<file path="config.mk">
export PLATFORM = sky130hd
export DESIGN_NAME = list_writer
export DESIGN_NICKNAME = d
export VERILOG_FILES = /design/src/rtl/list_writer_pkg.sv /design/src/rtl/list_wr_port.sv /design/src/rtl/list_writer.sv
export SDC_FILE = /design/constraint.sdc
export NUM_CORES = 1
export LEC_CHECK = 0
export CAP_MARGIN = 20
export CORE_MARGIN = 10
export CORE_UTILIZATION = 40
export CTS_CLUSTER_DIAMETER = 40
export DETAILED_ROUTE_END_ITERATION = 10
export GPL_ROUTABILITY_DRIVEN = 0
export PLACE_DENSITY = 0.82
export SLEW_MARGIN = 20
export SYNTH_ARGS = -nofsm -noshare
export SYNTH_HDL_FRONTEND = slang
export SYNTH_SLANG_ARGS = --single-unit
export TNS_END_PERCENT = 100
</file>
<file path="constraint.sdc">
create_clock -name clk -period 2.16 [get_ports clk]
set_input_delay 0.216 -clock clk [delete_from_list [all_inputs] [get_ports clk]]
set_output_delay 0.216 -clock clk [all_outputs]
set_load 0.02 [all_outputs]
</file>
<file path="src/rtl/list_writer_pkg.sv">
// Shared definitions for the linked-list image writer: default widths,
// the fixed memory layout constants and the writer FSM state encoding.
package list_pkg;

  localparam int DATA_W_DEF  = 32;
  localparam int ADDR_W_DEF  = 4;

  // mem[HEAD_ADDR] holds the head pointer; nodes are NODE_STRIDE words apart
  // starting at FIRST_NODE. A node at p keeps next in mem[p], value in mem[p+1].
  localparam int HEAD_ADDR   = 0;
  localparam int FIRST_NODE  = 2;
  localparam int NODE_STRIDE = 2;

  typedef enum logic [2:0] {
    INIT   = 3'd0,
    IDLE   = 3'd1,
    WR_VAL = 3'd2,
    WR_NXT = 3'd3,
    LINK   = 3'd4
  } state_e;

  // Node slots are 2, 4, ... 2^aw-2, so one slot pair is lost to the head.
  function automatic int max_nodes(input int aw);
    return (1 << (aw - 1)) - 1;
  endfunction

endpackage

</file>
<file path="src/rtl/list_wr_port.sv">
// Registered write-port mux for the list RAM. It is fed the state the FSM is
// about to enter, so each write appears on mem_* in the same cycle the FSM
// sits in the corresponding write state.
module list_wr_port
  import list_pkg::*;
#(
  parameter int DATA_W = DATA_W_DEF,
  parameter int ADDR_W = ADDR_W_DEF
) (
  input  logic              clk,
  input  logic              rst,
  input  state_e            nxt_state_i,
  input  logic [ADDR_W-1:0] new_node_i,
  input  logic [DATA_W-1:0] new_value_i,
  input  logic [ADDR_W-1:0] node_i,
  input  logic [ADDR_W-1:0] tail_i,
  output logic              mem_we_o,
  output logic [ADDR_W-1:0] mem_addr_o,
  output logic [DATA_W-1:0] mem_wdata_o
);

  logic              mem_we_d;
  logic [ADDR_W-1:0] mem_addr_d;
  logic [DATA_W-1:0] mem_wdata_d;

  // Decode the upcoming state into one write; address/data idle at zero.
  always_comb begin
    mem_we_d    = 1'b0;
    mem_addr_d  = '0;
    mem_wdata_d = '0;
    case (nxt_state_i)
      INIT: begin
        mem_we_d   = 1'b1;
        mem_addr_d = ADDR_W'(HEAD_ADDR);
      end
      // Value word first; the node is only reachable after LINK.
      WR_VAL: begin
        mem_we_d    = 1'b1;
        mem_addr_d  = new_node_i + ADDR_W'(1);
        mem_wdata_d = new_value_i;
      end
      // New node terminates the list.
      WR_NXT: begin
        mem_we_d   = 1'b1;
        mem_addr_d = node_i;
      end
      // Old tail (or the head pointer when tail is 0) now points at the node.
      LINK: begin
        mem_we_d    = 1'b1;
        mem_addr_d  = tail_i;
        mem_wdata_d = DATA_W'(node_i);
      end
      default: ;
    endcase
  end

  // Output registers.
  always_ff @(posedge clk or posedge rst) begin
    if (rst) begin
      mem_we_o    <= 1'b0;
      mem_addr_o  <= '0;
      mem_wdata_o <= '0;
    end else begin
      mem_we_o    <= mem_we_d;
      mem_addr_o  <= mem_addr_d;
      mem_wdata_o <= mem_wdata_d;
    end
  end

endmodule

</file>
<file path="src/rtl/list_writer.sv">
// list_writer: appends 32-bit values as nodes at the tail of a linked list
// held in a single-write-port RAM. Optional feature macro
// LIST_WRITER_SUM_EN adds sum_out, the running total of all listed values.
//
// Handshake: a value transfers on a rising edge where in_valid and in_ready
// are both high and start is low. in_ready is registered, only ever high in
// IDLE when the list is not full, and drops for the 3 write cycles after each
// transfer. start in IDLE wins over in_valid; start elsewhere is ignored.
module list_writer
  import list_pkg::*;
#(
  parameter int DATA_W = DATA_W_DEF,
  parameter int ADDR_W = ADDR_W_DEF
) (
  input  logic              clk,
  input  logic              rst,
  input  logic              start,
  input  logic              in_valid,
  input  logic [DATA_W-1:0] in_data,
  output logic              in_ready,
  output logic              mem_we,
  output logic [ADDR_W-1:0] mem_addr,
  output logic [DATA_W-1:0] mem_wdata,
  output logic              busy,
  output logic              full,
`ifdef LIST_WRITER_SUM_EN
  output logic [DATA_W-1:0] sum_out,
`endif
  output logic [ADDR_W-1:0] node_count
);

  localparam logic [ADDR_W-1:0] MAX_CNT = ADDR_W'(max_nodes(ADDR_W));
  localparam logic [ADDR_W-1:0] STRIDE  = ADDR_W'(NODE_STRIDE);
  localparam logic [ADDR_W-1:0] FIRST   = ADDR_W'(FIRST_NODE);

  state_e            state_q, state_d;
  logic [ADDR_W-1:0] tail_q, tail_d;
  logic [ADDR_W-1:0] alloc_q, alloc_d;
  logic [ADDR_W-1:0] count_q, count_d;
  logic [ADDR_W-1:0] node_q, node_d;
  logic              in_ready_q, busy_q, full_q;
  logic              accept;
`ifdef LIST_WRITER_SUM_EN
  logic [DATA_W-1:0] value_q, value_d;
  logic [DATA_W-1:0] sum_q, sum_d;
`endif

  assign accept = (state_q == IDLE) && !start && in_valid && in_ready_q;

  // Next state and list bookkeeping.
  always_comb begin
    state_d = state_q;
    tail_d  = tail_q;
    alloc_d = alloc_q;
    count_d = count_q;
    node_d  = node_q;
`ifdef LIST_WRITER_SUM_EN
    value_d = value_q;
    sum_d   = sum_q;
`endif
    case (state_q)
      // Entered either from reset (no write yet issued) or from IDLE with
      // the head write already on the port; leave once that write is out.
      INIT: begin
        if (mem_we) state_d = IDLE;
      end
      IDLE: begin
        if (start) begin
          state_d = INIT;
          tail_d  = '0;
          alloc_d = FIRST;
          count_d = '0;
`ifdef LIST_WRITER_SUM_EN
          sum_d   = '0;
`endif
        end else if (accept) begin
          state_d = WR_VAL;
          node_d  = alloc_q;
`ifdef LIST_WRITER_SUM_EN
          value_d = in_data;
`endif
        end
      end
      WR_VAL: state_d = WR_NXT;
      WR_NXT: state_d = LINK;
      LINK: begin
        state_d = IDLE;
        tail_d  = node_q;
        alloc_d = alloc_q + STRIDE;
        count_d = count_q + ADDR_W'(1);
`ifdef LIST_WRITER_SUM_EN
        sum_d   = sum_q + value_q;
`endif
      end
      default: state_d = INIT;
    endcase
  end

  // State, counters and registered status outputs.
  always_ff @(posedge clk or posedge rst) begin
    if (rst) begin
      state_q    <= INIT;
      tail_q     <= '0;
      alloc_q    <= FIRST;
      count_q    <= '0;
      node_q     <= '0;
      in_ready_q <= 1'b0;
      busy_q     <= 1'b1;
      full_q     <= 1'b0;
    end else begin
      state_q    <= state_d;
      tail_q     <= tail_d;
      alloc_q    <= alloc_d;
      count_q    <= count_d;
      node_q     <= node_d;
      in_ready_q <= (state_d == IDLE) && (count_d != MAX_CNT);
      busy_q     <= (state_d != IDLE);
      full_q     <= (count_d == MAX_CNT);
    end
  end

`ifdef LIST_WRITER_SUM_EN
  // Running total of the values currently linked into the list.
  always_ff @(posedge clk or posedge rst) begin
    if (rst) begin
      value_q <= '0;
      sum_q   <= '0;
    end else begin
      value_q <= value_d;
      sum_q   <= sum_d;
    end
  end

  assign sum_out = sum_q;
`endif

  assign in_ready   = in_ready_q;
  assign busy       = busy_q;
  assign full       = full_q;
  assign node_count = count_q;

  list_wr_port #(
    .DATA_W(DATA_W),
    .ADDR_W(ADDR_W)
  ) u_port (
    .clk        (clk),
    .rst        (rst),
    .nxt_state_i(state_d),
    .new_node_i (alloc_q),
    .new_value_i(in_data),
    .node_i     (node_q),
    .tail_i     (tail_q),
    .mem_we_o   (mem_we),
    .mem_addr_o (mem_addr),
    .mem_wdata_o(mem_wdata)
  );

endmodule
</file>
==> run summary <==
The run finished with clean final reports. The delay of the slowest cell on the worst path is 0.47 ns, and the clock sink count is 56. The number of nets handed over by synthesis was 197. Dominant synthesized flop cell: sky130_fd_sc_hd__dfrtp_1. The final layout contains 280 nets. For the worst-skew pair, the clock arrives at the later sink with an insertion delay of 0.30 ns.

The critical path is of the reg -> reg type. For the worst relative slew slack, the log shows 64.18%. The switching power total was 858.3 uW; the total iterations of the first detailed-routing run was 4. The tools report the arrival time reported for the critical path endpoint as 2.04 ns. The run gives 33 as the maximum number of pins on one net before global-route repair.

For the finished layout, the period the worst path requires is 1.847 ns. The startpoint identified for the worst register-to-register timing path is node_count[0]. Timing would allow up to 541.5 MHz. The number of gates on the worst path with buffers counted was 5. Internal power comes to 1889 uW.

TritonCTS created 5 clock buffers. The number of levels in the clock H-tree is 2, and the number of buffers added to fix hold violations after cts is 0. Synthesis inferred 56 register bits. The effective utilization at floorplan came out at 40.84%. The number of antenna violations at the first check in global routing was 0; the overall power was 2747 uW. Together, buffers and inverters on the worst path number 0.

The tools report the terminus of the critical flop-to-flop path as in_ready. IR analysis of the VDD net gives a maximum drop of 0.3888 mV. Across the run, the number of max-cap violations was 0.

Ranked by total cell area, the synthesized netlist is headed by sky130_fd_sc_hd__dfrtp_1, sky130_fd_sc_hd__and2_1, sky130_fd_sc_hd__a22o_1. The total core area is 5042 sq um. Total standard cell area after synthesis: 2059 sq um.

In the final layout, the multi-input gates occupy 614.3 sq um. The tools report the overall routing resource usage as 11.37%. The number of antenna cells inserted is 0, and the mean area per synthesized cell is 12.95 sq um. The count of nets left with antenna violations once routing finished came out at 0. The first global-routing pass estimated 7.728 mm of wire. The post-synthesis sequential area ratio came out at 68.17%. Setup repair after global routing left no endpoint under its margin.

Synthesis handed over a netlist of 159 instances. The floorplan step defined a die boundary enclosing 8419 sq um. The die width was 91.76 um. After clock tree synthesis, the setup repair step added 0 buffers. The number of pins exceeding their max-slew limit in the final report is 0. The most instantiated library cell after synthesis is sky130_fd_sc_hd__dfrtp_1. STA puts the critical path data required time at 2.36 ns. After filler insertion, the fill cell instance count of the layout stands at 436. The number of enable flip-flop cells after synthesis was 0; the detailed-placement wirelength estimate was 3.714 mm. Mean routed wirelength per cell: 15.23 um. The detailed router placed 1,454 vias in this run.

The vertical die dimension was 91.76 um; the area growth from synthesis to final layout was 48.18%. The number of endpoints failing setup at the final stage was 0; the number of warnings printed during yosys synthesis was 0. Of all nets on the critical path, the largest fanout is 9.

The fraction of power spent switching nets was 31.25%; the total wirelength of the detailed-routed design was 4.766 mm. In this run the core area contains 26 standard-cell rows. Slowest stage cell on the critical path: sky130_fd_sc_hd__dfrtp_1. Top-area cell type share of the netlist area: 65.61%.

The clock share of power was 20.9%; the fraction of layout cells with a size suffix above 1 was 6.996%. The netlist uses 33 different library cells. After clock tree synthesis, the clock-pin slew on the worst setup and hold paths is 0.09 ns. Class of the most critical hold timing path: in -> async. After detailed routing, the number of remaining DRC violations is 0. The overall overflow remaining after global route is 0, and the post-synthesis async set-or-reset flop share is 100.0%. On the critical path the largest part of the delay comes from simple AND/OR/NAND/NOR gates. Clock skew on the completed layout was measured at 0.005209 ns. CTS placed an instance of sky130_fd_sc_hd__clkbuf_8 at the clock tree root. Sequential cells account for 49.8% of the total power.

Summed over all failing endpoints, the final setup total negative slack is 0 ns. For this design the ratio of total power to cell area is 900.1 nW/um^2. Of the available clock period, the critical path in the final layout requires 85.50%. The largest area contributor in the synthesized netlist is sky130_fd_sc_hd__dfrtp_1. Counting instances in the post-synthesis netlist gives the leading cell types as sky130_fd_sc_hd__dfrtp_1, sky130_fd_sc_hd__and2_1, sky130_fd_sc_hd__nand2_1.

The tools report the number of buffers on the longest clock path as 2. Traced cell by cell, the critical path runs through ha_1 -> nor4b_1 -> o211ai_1 -> a311o_1 -> and3b_1. TritonCTS built the clock tree. For the worst flop-to-flop path, the logic depth is 5.

The worst register-to-register path has a setup slack of 0.31 ns. The leakage power total was 0.001403 uW. The slew at the pin closest to its max-slew limit was 0.5365 ns. The number of buffer cells added on primary ports was 79.

Pin placement for this block handled 80 I/O pins. The worst setup path is captured at a flip-flop. Register cell area after layout: 1404 sq um.

Combinational cells account for 29.3% of the total power. The average vias per placed instance was 4.645. The logs give 1,515 for the via count of the first global-routing pass and 48 for the initial DRC count. In this run, post-CTS repair resized a total of 0 instances. The worst setup path is launched from a flip-flop. The number of failing hold endpoints at the final stage was 0.
[metrics by stage]
stage	worst slack [ns]	util [%]	instances	instance area, sq um	hold slack (ns)
after CTS	0.3271	60.52	313	3052	0.2784
after floorplan	0.4136	-	159	2059	0.3446
after global placement	0.4477	58.66	305	2958	0.4814
after global routing	0.1705	60.52	313	3052	0.3196
final	0.3132	60.52	313	3052	0.2690
after detailed placement	0.3438	58.66	305	2958	0.4829
[layout make-up]
cell class	instances	area share, %
clock buffers	7	2.829
flip-flops and latches	56	46.00
clock inverters	1	0.2460
well taps	70	2.870
inverters	5	0.6150
repair buffers	83	27.31
multi-input cells	91	20.13
[how the worst max path moves through the flow]
stage	start	slack, ns	endpoint
2_1_floorplan	node_count[0]	0.41	in_ready
3_3_place_gp	node_count[0]	0.45	in_ready
3_5_place_dp	node_count[0]	0.34	in_ready
4_1_cts	node_count[0]	0.33	in_ready
5_1_grt	node_count[0]	0.17	in_ready
6_report	node_count[0]	0.31	in_ready
[registers in the layout, indices dropped and copies added (netlist names)]
signal,cells
u_port.mem_wdata_o,32
node_count,4
in_ready,1
alloc_q,3
u_port.mem_addr_o,4
tail_q,3
u_port.mem_we_o,1
full,1
node_q,3
state_q,3
busy,1
[cells by family after synthesis]
kind of cell / count (synthesis) / share of synthesized area [%]
buffers and inverters: 12 / 2.430
XOR/XNOR: 2 / 0.8507
flip-flops: 56 / 68.17
AO/OA/AOI/OAI: 24 / 8.810
multiplexers: 2 / 1.033
adder cells (fa/ha/maj): 2 / 1.215
AND/OR/NAND/NOR: 61 / 17.50
[layout by cell type (no fill, tap or decap), drive strengths merged, types with 2 or more instances in the layout]
cell type       n
clkdlybuf4s50  79
dfrtp          54
and2           29
nand2          11
a22o            9
clkbuf          7
o21ai           5
inv             5
nor3            4
buf             4
nand2b          3
nor2            3
a22oi           2
a211o           2
nand3           2
xnor2           2
a21oi           2
ha              2
dfstp           2
[worst register-to-register path: cells and delay by family (launching register included)]
| family | cells | cell delay, ns |
|---|---|---|
| flops | 1 | 0.47 |
| fa+ha+maj | 1 | 0.28 |
| compound gates | 2 | 0.44 |
| simple gates | 2 | 0.55 |
[power groups by stage]
stage	combinational [uW]	sequential, uW	clock (uW)
4_1_cts	825	1370	601
3_3_place_gp	798	1380	0
5_1_grt	883	1400	640
2_1_floorplan	353	1470	0
6_report	804	1370	574
3_5_place_dp	823	1390	0
[per-layer routing]
layer / share of wire (%) / GRT usage (%) / vias to the layer above
li1: - / - / 699
met1: 39 / 13.12 / 688
met2: 50 / 18.13 / 58
met5: 0 / 0 / -
met3: 9.1 / 5.460 / 9
met4: 1.9 / 3.985 / 0
No activity file was read; power rests on OpenSTA's default activity.
